<file path="config.mk">
export PLATFORM = sky130hd
export DESIGN_NAME = mem_port_arbiter
export DESIGN_NICKNAME = d
export VERILOG_FILES = /design/src/rtl/mem_arb_pkg.sv /design/src/rtl/arb_wait_timer.sv /design/src/rtl/mem_port_arbiter.sv
export SDC_FILE = /design/constraint.sdc
export NUM_CORES = 1
export LEC_CHECK = 0
export CAP_MARGIN = 20
export CELL_PAD_IN_SITES_DETAIL_PLACEMENT = 1
export CELL_PAD_IN_SITES_GLOBAL_PLACEMENT = 2
export CORE_AREA = 3 3 148 185
export DETAILED_ROUTE_END_ITERATION = 8
export DIE_AREA = 0 0 151 188
export PLACE_DENSITY = 0.81
export SLEW_MARGIN = 10
export SYNTH_ARGS = -nofsm -noshare
export SYNTH_HDL_FRONTEND = slang
export SYNTH_SLANG_ARGS = --single-unit
</file>
<file path="constraint.sdc">
create_clock -name clock -period 2.1 [get_ports clock]
set_input_delay 0.42 -clock clock [delete_from_list [all_inputs] [get_ports clock]]
set_output_delay 0.42 -clock clock [all_outputs]
set_load 0.05 [all_outputs]
</file>
<file path="src/rtl/mem_arb_pkg.sv">
// Shared types and constants for the instruction/data memory port arbiter.
package mem_arb_pkg;

    typedef enum logic [1:0] {
        IDLE   = 2'd0,
        I_BUSY = 2'd1,
        D_BUSY = 2'd2
    } arb_state_e;

    localparam logic REQ_I = 1'b0;
    localparam logic REQ_D = 1'b1;

    // Every bit of the read data returned on a timed-out access.
    localparam logic TIMEOUT_FILL = 1'b0;

    localparam int TIMER_W = 16;

    // Terminal count: the timer fires during the WAIT_MAX-th busy cycle.
    function automatic logic [TIMER_W-1:0] timer_limit(input int wait_max);
        return TIMER_W'(wait_max - 1);
    endfunction

endpackage

</file>
<file path="src/rtl/arb_wait_timer.sv">
// Bounded wait counter for the arbiter; expired marks the last allowed busy cycle.
module arb_wait_timer
    import mem_arb_pkg::*;
#(
    parameter int WAIT_MAX = 255
) (
    input  logic clock,
    input  logic resetn,
    input  logic clear,
    input  logic enable,
    output logic expired
);

    localparam logic [TIMER_W-1:0] LIMIT = timer_limit(WAIT_MAX);

    logic [TIMER_W-1:0] count_q;

    always_ff @(posedge clock or negedge resetn) begin
        if (!resetn) begin
            count_q <= '0;
        end else if (clear) begin
            count_q <= '0;
        end else if (enable) begin
            count_q <= count_q + TIMER_W'(1);
        end
    end

    assign expired = enable && (count_q == LIMIT);

endmodule

</file>
<file path="src/rtl/mem_port_arbiter.sv">
// Two-requester (IF / data) arbiter in front of one variable-latency memory port.
// Build option: MEM_ARB_RR_EN selects round-robin priority on simultaneous requests.
module mem_port_arbiter
    import mem_arb_pkg::*;
#(
    parameter int ADDR_W   = 32,
    parameter int DATA_W   = 32,
    parameter int WAIT_MAX = 255
) (
    input  logic              clock,
    input  logic              resetn,
    input  logic              ireq,
    input  logic [ADDR_W-1:0] iaddr,
    output logic              irdy,
    output logic [DATA_W-1:0] irdata,
    input  logic              dreq,
    input  logic              dwe,
    input  logic [ADDR_W-1:0] daddr,
    input  logic [DATA_W-1:0] dwdata,
    output logic              drdy,
    output logic [DATA_W-1:0] drdata,
    output logic              mreq,
    output logic              mwe,
    output logic [ADDR_W-3:0] maddr,
    output logic [DATA_W-1:0] mwdata,
    input  logic [DATA_W-1:0] mrdata,
    input  logic              mready,
    output logic              err,
    output arb_state_e        dbg_state
);

    // Handshakes: a requester holds req (and its address/data) until its rdy
    // pulse; rdy lasts exactly one cycle. On the memory side mreq is held until
    // a cycle with mready=1, which may be the very first cycle of mreq.

    arb_state_e state_q;
    logic       busy;
    logic       i_elig;
    logic       d_elig;
    logic       can_grant;
    logic       grant_any;
    logic       grant_id;
    logic       done;
    logic       tmr_expired;
    logic       unused_lsbs;

`ifdef MEM_ARB_RR_EN
    logic       rr_q;
`endif

    assign unused_lsbs = ^{iaddr[1:0], daddr[1:0]};
    assign busy        = (state_q == I_BUSY) || (state_q == D_BUSY);
    assign dbg_state   = state_q;

    // A requester whose rdy is showing, or who is being served, still has its
    // old req up and must not be granted again.
    always_comb begin
        i_elig    = ireq && !irdy && (state_q != I_BUSY);
        d_elig    = dreq && !drdy && (state_q != D_BUSY);
        can_grant = (state_q == IDLE) || (busy && mready);
        grant_any = can_grant && (i_elig || d_elig);
        done      = busy && (mready || tmr_expired);
        grant_id  = REQ_I;
        if (i_elig && d_elig) begin
`ifdef MEM_ARB_RR_EN
            grant_id = rr_q;
`else
            grant_id = REQ_D;
`endif
        end else if (d_elig) begin
            grant_id = REQ_D;
        end
    end

    arb_wait_timer #(
        .WAIT_MAX (WAIT_MAX)
    ) u_timer (
        .clock   (clock),
        .resetn  (resetn),
        .clear   (grant_any),
        .enable  (busy),
        .expired (tmr_expired)
    );

    always_ff @(posedge clock or negedge resetn) begin
        if (!resetn) begin
            state_q <= IDLE;
            mreq    <= 1'b0;
            mwe     <= 1'b0;
            maddr   <= '0;
            mwdata  <= '0;
            irdy    <= 1'b0;
            drdy    <= 1'b0;
            irdata  <= '0;
            drdata  <= '0;
            err     <= 1'b0;
`ifdef MEM_ARB_RR_EN
            rr_q    <= REQ_D;
`endif
        end else begin
            irdy <= 1'b0;
            drdy <= 1'b0;

            if (done) begin
                if (state_q == I_BUSY) begin
                    irdy   <= 1'b1;
                    irdata <= mready ? mrdata : {DATA_W{TIMEOUT_FILL}};
                end else begin
                    drdy   <= 1'b1;
                    drdata <= (mready && !mwe) ? mrdata : {DATA_W{TIMEOUT_FILL}};
                end
                if (!mready) begin
                    err <= 1'b1;
                end
            end

            if (grant_any) begin
                mreq <= 1'b1;
`ifdef MEM_ARB_RR_EN
                rr_q <= ~grant_id;
`endif
                if (grant_id == REQ_D) begin
                    state_q <= D_BUSY;
                    mwe     <= dwe;
                    maddr   <= daddr[ADDR_W-1:2];
                    mwdata  <= dwdata;
                end else begin
                    state_q <= I_BUSY;
                    mwe     <= 1'b0;
                    maddr   <= iaddr[ADDR_W-1:2];
                    mwdata  <= '0;
                end
            end else if (done || !(busy || state_q == IDLE)) begin
                state_q <= IDLE;
                mreq    <= 1'b0;
                mwe     <= 1'b0;
            end
        end
    end

endmodule

</file>
==> qor.csv, run 1 <==
stage,metric,value,unit
drt,vias_per_cell,4.62,
synthesis,syn_nets,614,
sta,finalCritPeriodShare,97.0,%
global_routing,grt_pass1_wl,30.7,mm
global_routing,top_usage_layer,met2,
placed_design,place.gp.congestion,0.736,
final_layout,instances_no_fill,1101,
critical_path,r2r-start,u_timer.count_q[0]$_DFFE_PN0P_,
floorplanning,core,25900,µm²
synthesis,synth_commonest_cells,"149 x dfrtp_1, 96 x a22o_1, 44 x nor2_1",
global_routing,grt_util_met3,4.50,%
sta,finalClockSkew,11.9,ps
synthesis,synth-compound-area-share,22.5,%
hold_path,hold_path.class,reg -> reg,
hold_path,hp-start,err$_DFFE_PN0P_,
critical_path,startpoint,mwdata[14]$_DFFE_PN0P_,
drt,detail-route-antenna-nets,0,
job,cap_violations,0,
sta,period_needed,2040,ps
final_layout,finish.net_count,887,
critical_path,critical_path.max_stage_delay,840,ps
final_layout,syn_to_final_growth,64.8,%
pwr,vdd.ir_drop.worst,0.640,mV
floorplanning,die_x,151,µm
drt,drc,0,
placed_design,dp_cells,1068,
clocking,clk_pin_slew,70,ps
sta,drv_slew,0,
synthesis,ys_seq_area_share,63.3,%
final_layout,drive_gt1_share,11.4,%
synthesis,synth_top_area_share,63.3,%
sta,final_hold_viol_count,0,
clocking,cts_tree,yes,
clocking,clk-insertion-delay-late,420,ps
global_routing,grt_start_max_net_pins,50,
synthesis,syn_avg_cell_area,12.4,µm²
synthesis,yosysMostFrequentCell,dfrtp_1,
clocking,cts_sinks,149,
drt,wl_per_cell,17.8,µm
critical_path,cp-end-kind,output port,
critical_path,required,1680,ps
sta,rsz0062_at_grt,yes,
critical_path,worstPathArrival,1620,ps
drt,first_pass_iters,4,
synthesis,yosys.area_share.simple,7.69,%
sta,timing.slew.headroom,61.8,%
floorplanning,ios,267,
placed_design,dp_hpwl,14.0,mm
final_layout,antenna_cells,0,
global_routing,grt_overflow,0,
run_status,status,"complete, no violations",
floorplanning,die-area,28400,µm²
sta,setup_violations,0,
global_routing,met2_usage,22.6,%
synthesis,synth_edf_count,0,
synthesis,synth_area_leaders,"dfrtp_1 63%, a22o_1 14%, o22ai_1 3.2%, a21oi_1 2.9%, nor2_1 2.8%",
critical_path,crit_family,buffers and inverters,
drt,vias,5089,
synthesis,synth.area.mux_share,0,%
critical_path,path_class,reg -> out,
synthesis,synth-xor-area-share,1.64,%
global_routing,antenna_found_initial,1,
synthesis,yosysUniqueCellTypes,39,
synthesis,synth_warnings,0,
drt,wirelength,19.6,mm
clocking,max-clock-path-buffers,2,
placed_design,io_buffers,262,
critical_path,worstSetupStartpointType,flip-flop,
floorplanning,die_h,188,µm
critical_path,crit_slowest_cell,clkdlybuf4s50_1,
final_layout,fin_util,37.4,%
synthesis,ys_ff_latch,149,
synthesis,synth_flop_cell,dfrtp_1,
synthesis,synth_top_area_cell,dfrtp_1,
sta,max_freq,0.491,GHz
critical_path,path_cells,clkdlybuf4s50_1,
floorplanning,start_util,22.7,%
sta,worst_pin_slew,572,ps
global_routing,gr-usage-met1,17.3,%
clocking,cts-root-buf,clkbuf_16,
clocking,htreeDepth,4,
clocking,cts_buffers,17,
drt,drt_iter0_drc,176,
synthesis,synth_top_family_by_area,compound AO/OA/AOI/OAI gates,
synthesis,synthesis.area,5890,µm²
sta,timing.hold.ws,464,ps
critical_path,critPathBufInv,1,
global_routing,first_global_vias,5436,
synthesis,synth_fa_ha_area_share,1.06,%
pwr,power.leakage,4.11,nW
floorplanning,rows,66,
global_routing,grt_usage,13.9,%
synthesis,synth_cells,475,
critical_path,worstPathMaxFanout,2,
synthesis,synthArstFlopShare,100,%
pwr,pwr_density_cell,1820,nW/µm²
==> area by class of cell <==
type	count	area (µm²)
clock inverter	13	111
tap	340	425
inverter	9	33.8
fill	2824	16200
sequential	149	3730
timing repair buffer	292	2980
clock buffer	19	443
multi-input combinational	279	1980
==> metal layers <==
metal | vias up | part of all wire, %
li1 | 2335 | -
met4 | 2 | 1.7
met1 | 2537 | 42
met5 | - | 0.066
met3 | 23 | 8.0
met2 | 192 | 48
==> layout by cell type (no fill, tap or decap), types with 3 or more instances in the layout <==
master,netlist,routed
nand4_1,7,7
dfrtp_1,149,147
o22ai_1,30,30
inv_6,0,5
o21ai_0,3,3
or3_1,5,5
clkbuf_16,0,17
clkinvlp_4,0,3
dlymetal6s2s_1,0,3
a21o_1,3,3
a22o_1,96,96
nor4_1,4,3
nor2_1,44,43
nor3_1,4,3
xor2_1,5,5
and3_1,3,3
inv_1,9,7
nand3_1,3,3
nand2_1,7,7
clkdlybuf4s50_1,0,250
a21oi_1,34,34
ha_1,5,4
xnor2_1,6,6
buf_12,0,11
buf_4,0,25
==> cell families (layout without fill, tap and decap cells) <==
family,count (synthesis),after routing
adders and majority gates,5,5
buffers and inverters,47,333
DFF,149,149
xor gates and xnor gates,11,11
and+or+nand+nor,88,88
AOI/OAI and AO/OA,175,175
==> through the flow <==
| step | cell area [µm²] | setup slack, ps | power [mW] | setup TNS [ps] |
|---|---|---|---|---|
| global placement | 9120 | 46.4 | 14.8 | 0 |
| floorplan | 5920 | 10.4 | 11.1 | 0 |
| finish | 9710 | 63.6 | 17.7 | 0 |
| global route | 9710 | -1.32 | 18.7 | -1.32 |
| CTS | 9690 | 1.25 | 18.0 | 0 |
| detailed placement | 9120 | -6.65 | 15.0 | -6.65 |
==> sequential cells by signal, summed over array words and instances, names as in the netlist, 2 cells and up <==
| name | count |
|---|---|
| dbg_state | 2 |
| u_timer.count_q | 16 |
| irdata | 32 |
| mwdata | 32 |
| maddr | 30 |
| drdata | 32 |
==> power by group <==
group	switching, mW	internal, mW
combinational	6.49	3.64
clock	1.32	1.58
sequential	0.631	4.04
==> worst paths after layout <==
| kind | endpoint | slack (ps) | cells after the start |
|---|---|---|---|
| worst max-delay path | mwdata[14] | 60 | 1 |
| worst min-delay path | err$_DFFE_PN0P_ | 460 | 1 |
| worst max register to register | drdata[9]$_DFFE_PN0P_ | 90 | 7 |
| worst min register to register | err$_DFFE_PN0P_ | 460 | 1 |
| max in group asynchronous | u_timer.count_q[6]$_DFFE_PN0P_ | 960 | 3 |
| min in group asynchronous | drdata[14]$_DFFE_PN0P_ | 510 | 2 |
==> what timing repair did <==
item / CTS / global route
buffers inserted: 0 / 0
endpoints found under the hold margin: 45 / 0
endpoints found under the setup margin: 2 / 69
hold buffers: 1 / 0
pin swaps: 0 / 2
resized for setup: 2 / 4
(Power assumes the default switching activity.)
==> run 2: changes to the inputs <==
- CELL_PAD_IN_SITES_GLOBAL_PLACEMENT: 2 -> 1
- CORE_AREA: 3 3 148 185 -> 2 2 133 168
- DIE_AREA: 0 0 151 188 -> 0 0 135 170
- PLACE_DENSITY: 0.81 -> 0.8
==> run 2 against run 1 <==
Net effect:
- non-clock buffer count up 6
- via count is 0.35% higher
- die area decreased by 19%
- register-to-register slack barely moved
- clock skew grew 0.84 ps
- clock power increased by 8.6%
- sequential cell count unchanged
- final cell count decreased by 4.9%
- routed wire length rose by 1.9%
- worst hold slack better by 15 ps
- critical path type unchanged
- combinational power about the same
==> qor.csv, run 2 (synthesis gave the netlist of run 1 again) <==
stage,metric,value,unit,change
critical_path,r2r_end,mwe$_DFFE_PN0P_,,
critical_path,cp-end-kind,output port,,
drt,wl_per_cell,19.1,µm,+7.1%
drt,drc,0,,unchanged
critical_path,crit_family,buffers and inverters,,
clocking,cts_buffers,17,,unchanged
final_layout,finish.net_count,893,,+0.68%
critical_path,path_class,reg -> out,,
clocking,clk-insertion-delay-late,430,ps,about the same
floorplanning,rows,60,,-9.1%
pwr,vdd.ir_drop.worst,0.697,mV,+8.8%
placed_design,dp_hpwl,14.4,mm,+3.3%
critical_path,crit_slowest_cell,clkdlybuf4s50_1,,
floorplanning,core,21300,µm²,-18%
clocking,cts-root-buf,clkbuf_16,,
sta,tns,0,ps,unchanged
critical_path,path_cells,clkdlybuf4s50_1,,
floorplanning,start_util,27.6,%,+4.9 points
clocking,max-clock-path-buffers,2,,unchanged
job,cap_violations,0,,unchanged
clocking,htreeDepth,4,,unchanged
critical_path,worstPathArrival,1630,ps,about the same
run_status,status,"complete, no violations",,
final_layout,syn_to_final_growth,65.2,%,
global_routing,grt_pass1_wl,31.8,mm,+3.5%
critical_path,timing.reg2reg.setup_slack,90,ps,about the same
drt,wirelength,20.0,mm,+1.9%
sta,max_freq,0.488,GHz,-0.60%
sta,finalClockSkew,12.7,ps,+0.842 ps
global_routing,first_global_vias,5655,,+4.0%
pwr,power.leakage,4.24,nW,+3.2%
drt,first_pass_iters,4,,unchanged
global_routing,grt_start_max_net_pins,60,,+20%
hold_path,hold_path.class,in -> async,,
placed_design,dp_cells,1013,,-5.1%
sta,setup_violations,0,,unchanged
sta,drv_slew,0,,unchanged
floorplanning,die_x,135,µm,-11%
final_layout,layout_common_cells,"246 x clkdlybuf4s50_1, 147 x dfrtp_1, 96 x a22o_1",,
floorplanning,die_h,170,µm,-9.6%
final_layout,top_regs,"drdata: 32 flops, irdata: 32 flops, mwdata: 32 flops",,
clocking,clk_pin_slew,70,ps,about the same
drt,vias_per_cell,4.88,,+5.5%
final_layout,final_common_cell,clkdlybuf4s50_1,,
critical_path,worstPathMaxFanout,2,,unchanged
pwr,p_total,18.0,mW,+1.9%
drt,vias,5107,,+0.35%
sta,period_needed,2050,ps,+12.3 ps
critical_path,critPathBufInv,1,,unchanged
floorplanning,ios,267,,unchanged
final_layout,multiInputGateArea,1980,µm²,unchanged
sta,rsz0062_at_grt,no,,
sta,final_hold_viol_count,0,,unchanged
clocking,cts_tree,yes,,
clocking,cts_sinks,149,,unchanged
sta,timing.slew.headroom,60.8,%,-0.96 points
sta,finalCritPeriodShare,97.6,%,+0.58 points
final_layout,regArea,3730,µm²,unchanged
final_layout,drive_gt1_share,11.7,%,+0.30 points
final_layout,instances_no_fill,1047,,-4.9%
global_routing,grt_usage,17.8,%,+4.0 points
final_layout,fill_cells,2252,,-20%
global_routing,antenna_found_initial,1,,unchanged
critical_path,required,1680,ps,about the same
pwr,pwr_density_cell,1860,nW/µm²,+1.7%
critical_path,rr_worst_depth,6,,-1
floorplanning,die-area,23000,µm²,-19%
drt,drt_iter0_drc,157,,-11%
placed_design,io_buffers,262,,unchanged
sta,worst_pin_slew,587,ps,+14.4 ps
critical_path,worstSetupStartpointType,flip-flop,,
critical_path,r2r-start,dbg_state[0]$_DFFE_PN0P_,,
global_routing,grt_overflow,0,,unchanged
drt,detail-route-antenna-nets,0,,unchanged
critical_path,critical_path.max_stage_delay,830,ps,about the same
placed_design,place.gp.congestion,0.753,,+2.4%
run 2: where the power goes:
part	internal, mW	switching [mW]
logic	3.65	6.55
clock network	1.80	1.35
registers	4.04	0.657
run 2: area by class of cell:
class,count,share of cell area (%)
Antenna cell,1,0.0257
Multi-Input combinational cell,279,20.4
Clock buffer,17,4.37
Tap cell,279,3.59
Inverter,9,0.347
Timing Repair Buffer,298,31.0
Clock inverter,15,1.89
Sequential cell,149,38.4
run 2: worst max path at each step:
stage | depth (start not counted) | startpoint | endpoint | slack (ps)
after global routing | 1 | drdata[27]$_DFFE_PN0P_ | drdata[27] | 0.7
final | 1 | irdata[7]$_DFFE_PN0P_ | irdata[7] | 50
after detailed placement | 6 | dbg_state[0]$_DFFE_PN0P_ | mwe$_DFFE_PN0P_ | -20
after CTS | 1 | mwdata[15]$_DFFE_PN0P_ | mwdata[15] | 2
after floorplan | 6 | dbg_state[0]$_DFFE_PN0P_ | mwe$_DFFE_PN0P_ | 10
after global placement | 6 | dreq | maddr[22]$_DFFE_PN0P_ | 30
run 2: what timing repair did:
| item | CTS | global route |
|---|---|---|
| setup endpoints to repair | 4 | 12 |
| pin swaps | 1 | 0 |
| hold endpoints to repair | 33 | 0 |
| resized for setup | 2 | 12 |
| setup buffers | 0 | 0 |
| hold buffers | 1 | 0 |
run 2: metrics by stage:
stage	hold WS, ps	instance area [µm²]	setup slack, ps	utilization [%]
floorplan	124	5920	10.4	-
global placement	350	9060	25.2	42.5
detailed placement	352	9060	-18.5	42.5
CTS	460	9690	1.91	45.5
global route	503	9720	0.658	45.6
finish	479	9720	51.3	45.6
run 2: per-layer routing:
layer  track usage, %  vias up  part of all wire [%]
met1             21.6     2554                    41
li1                 -     2337                     -
met2             29.8      177                    50
met5                0        -                 0.065
met4             8.15        2                   3.1
met3             4.62       37                   5.8
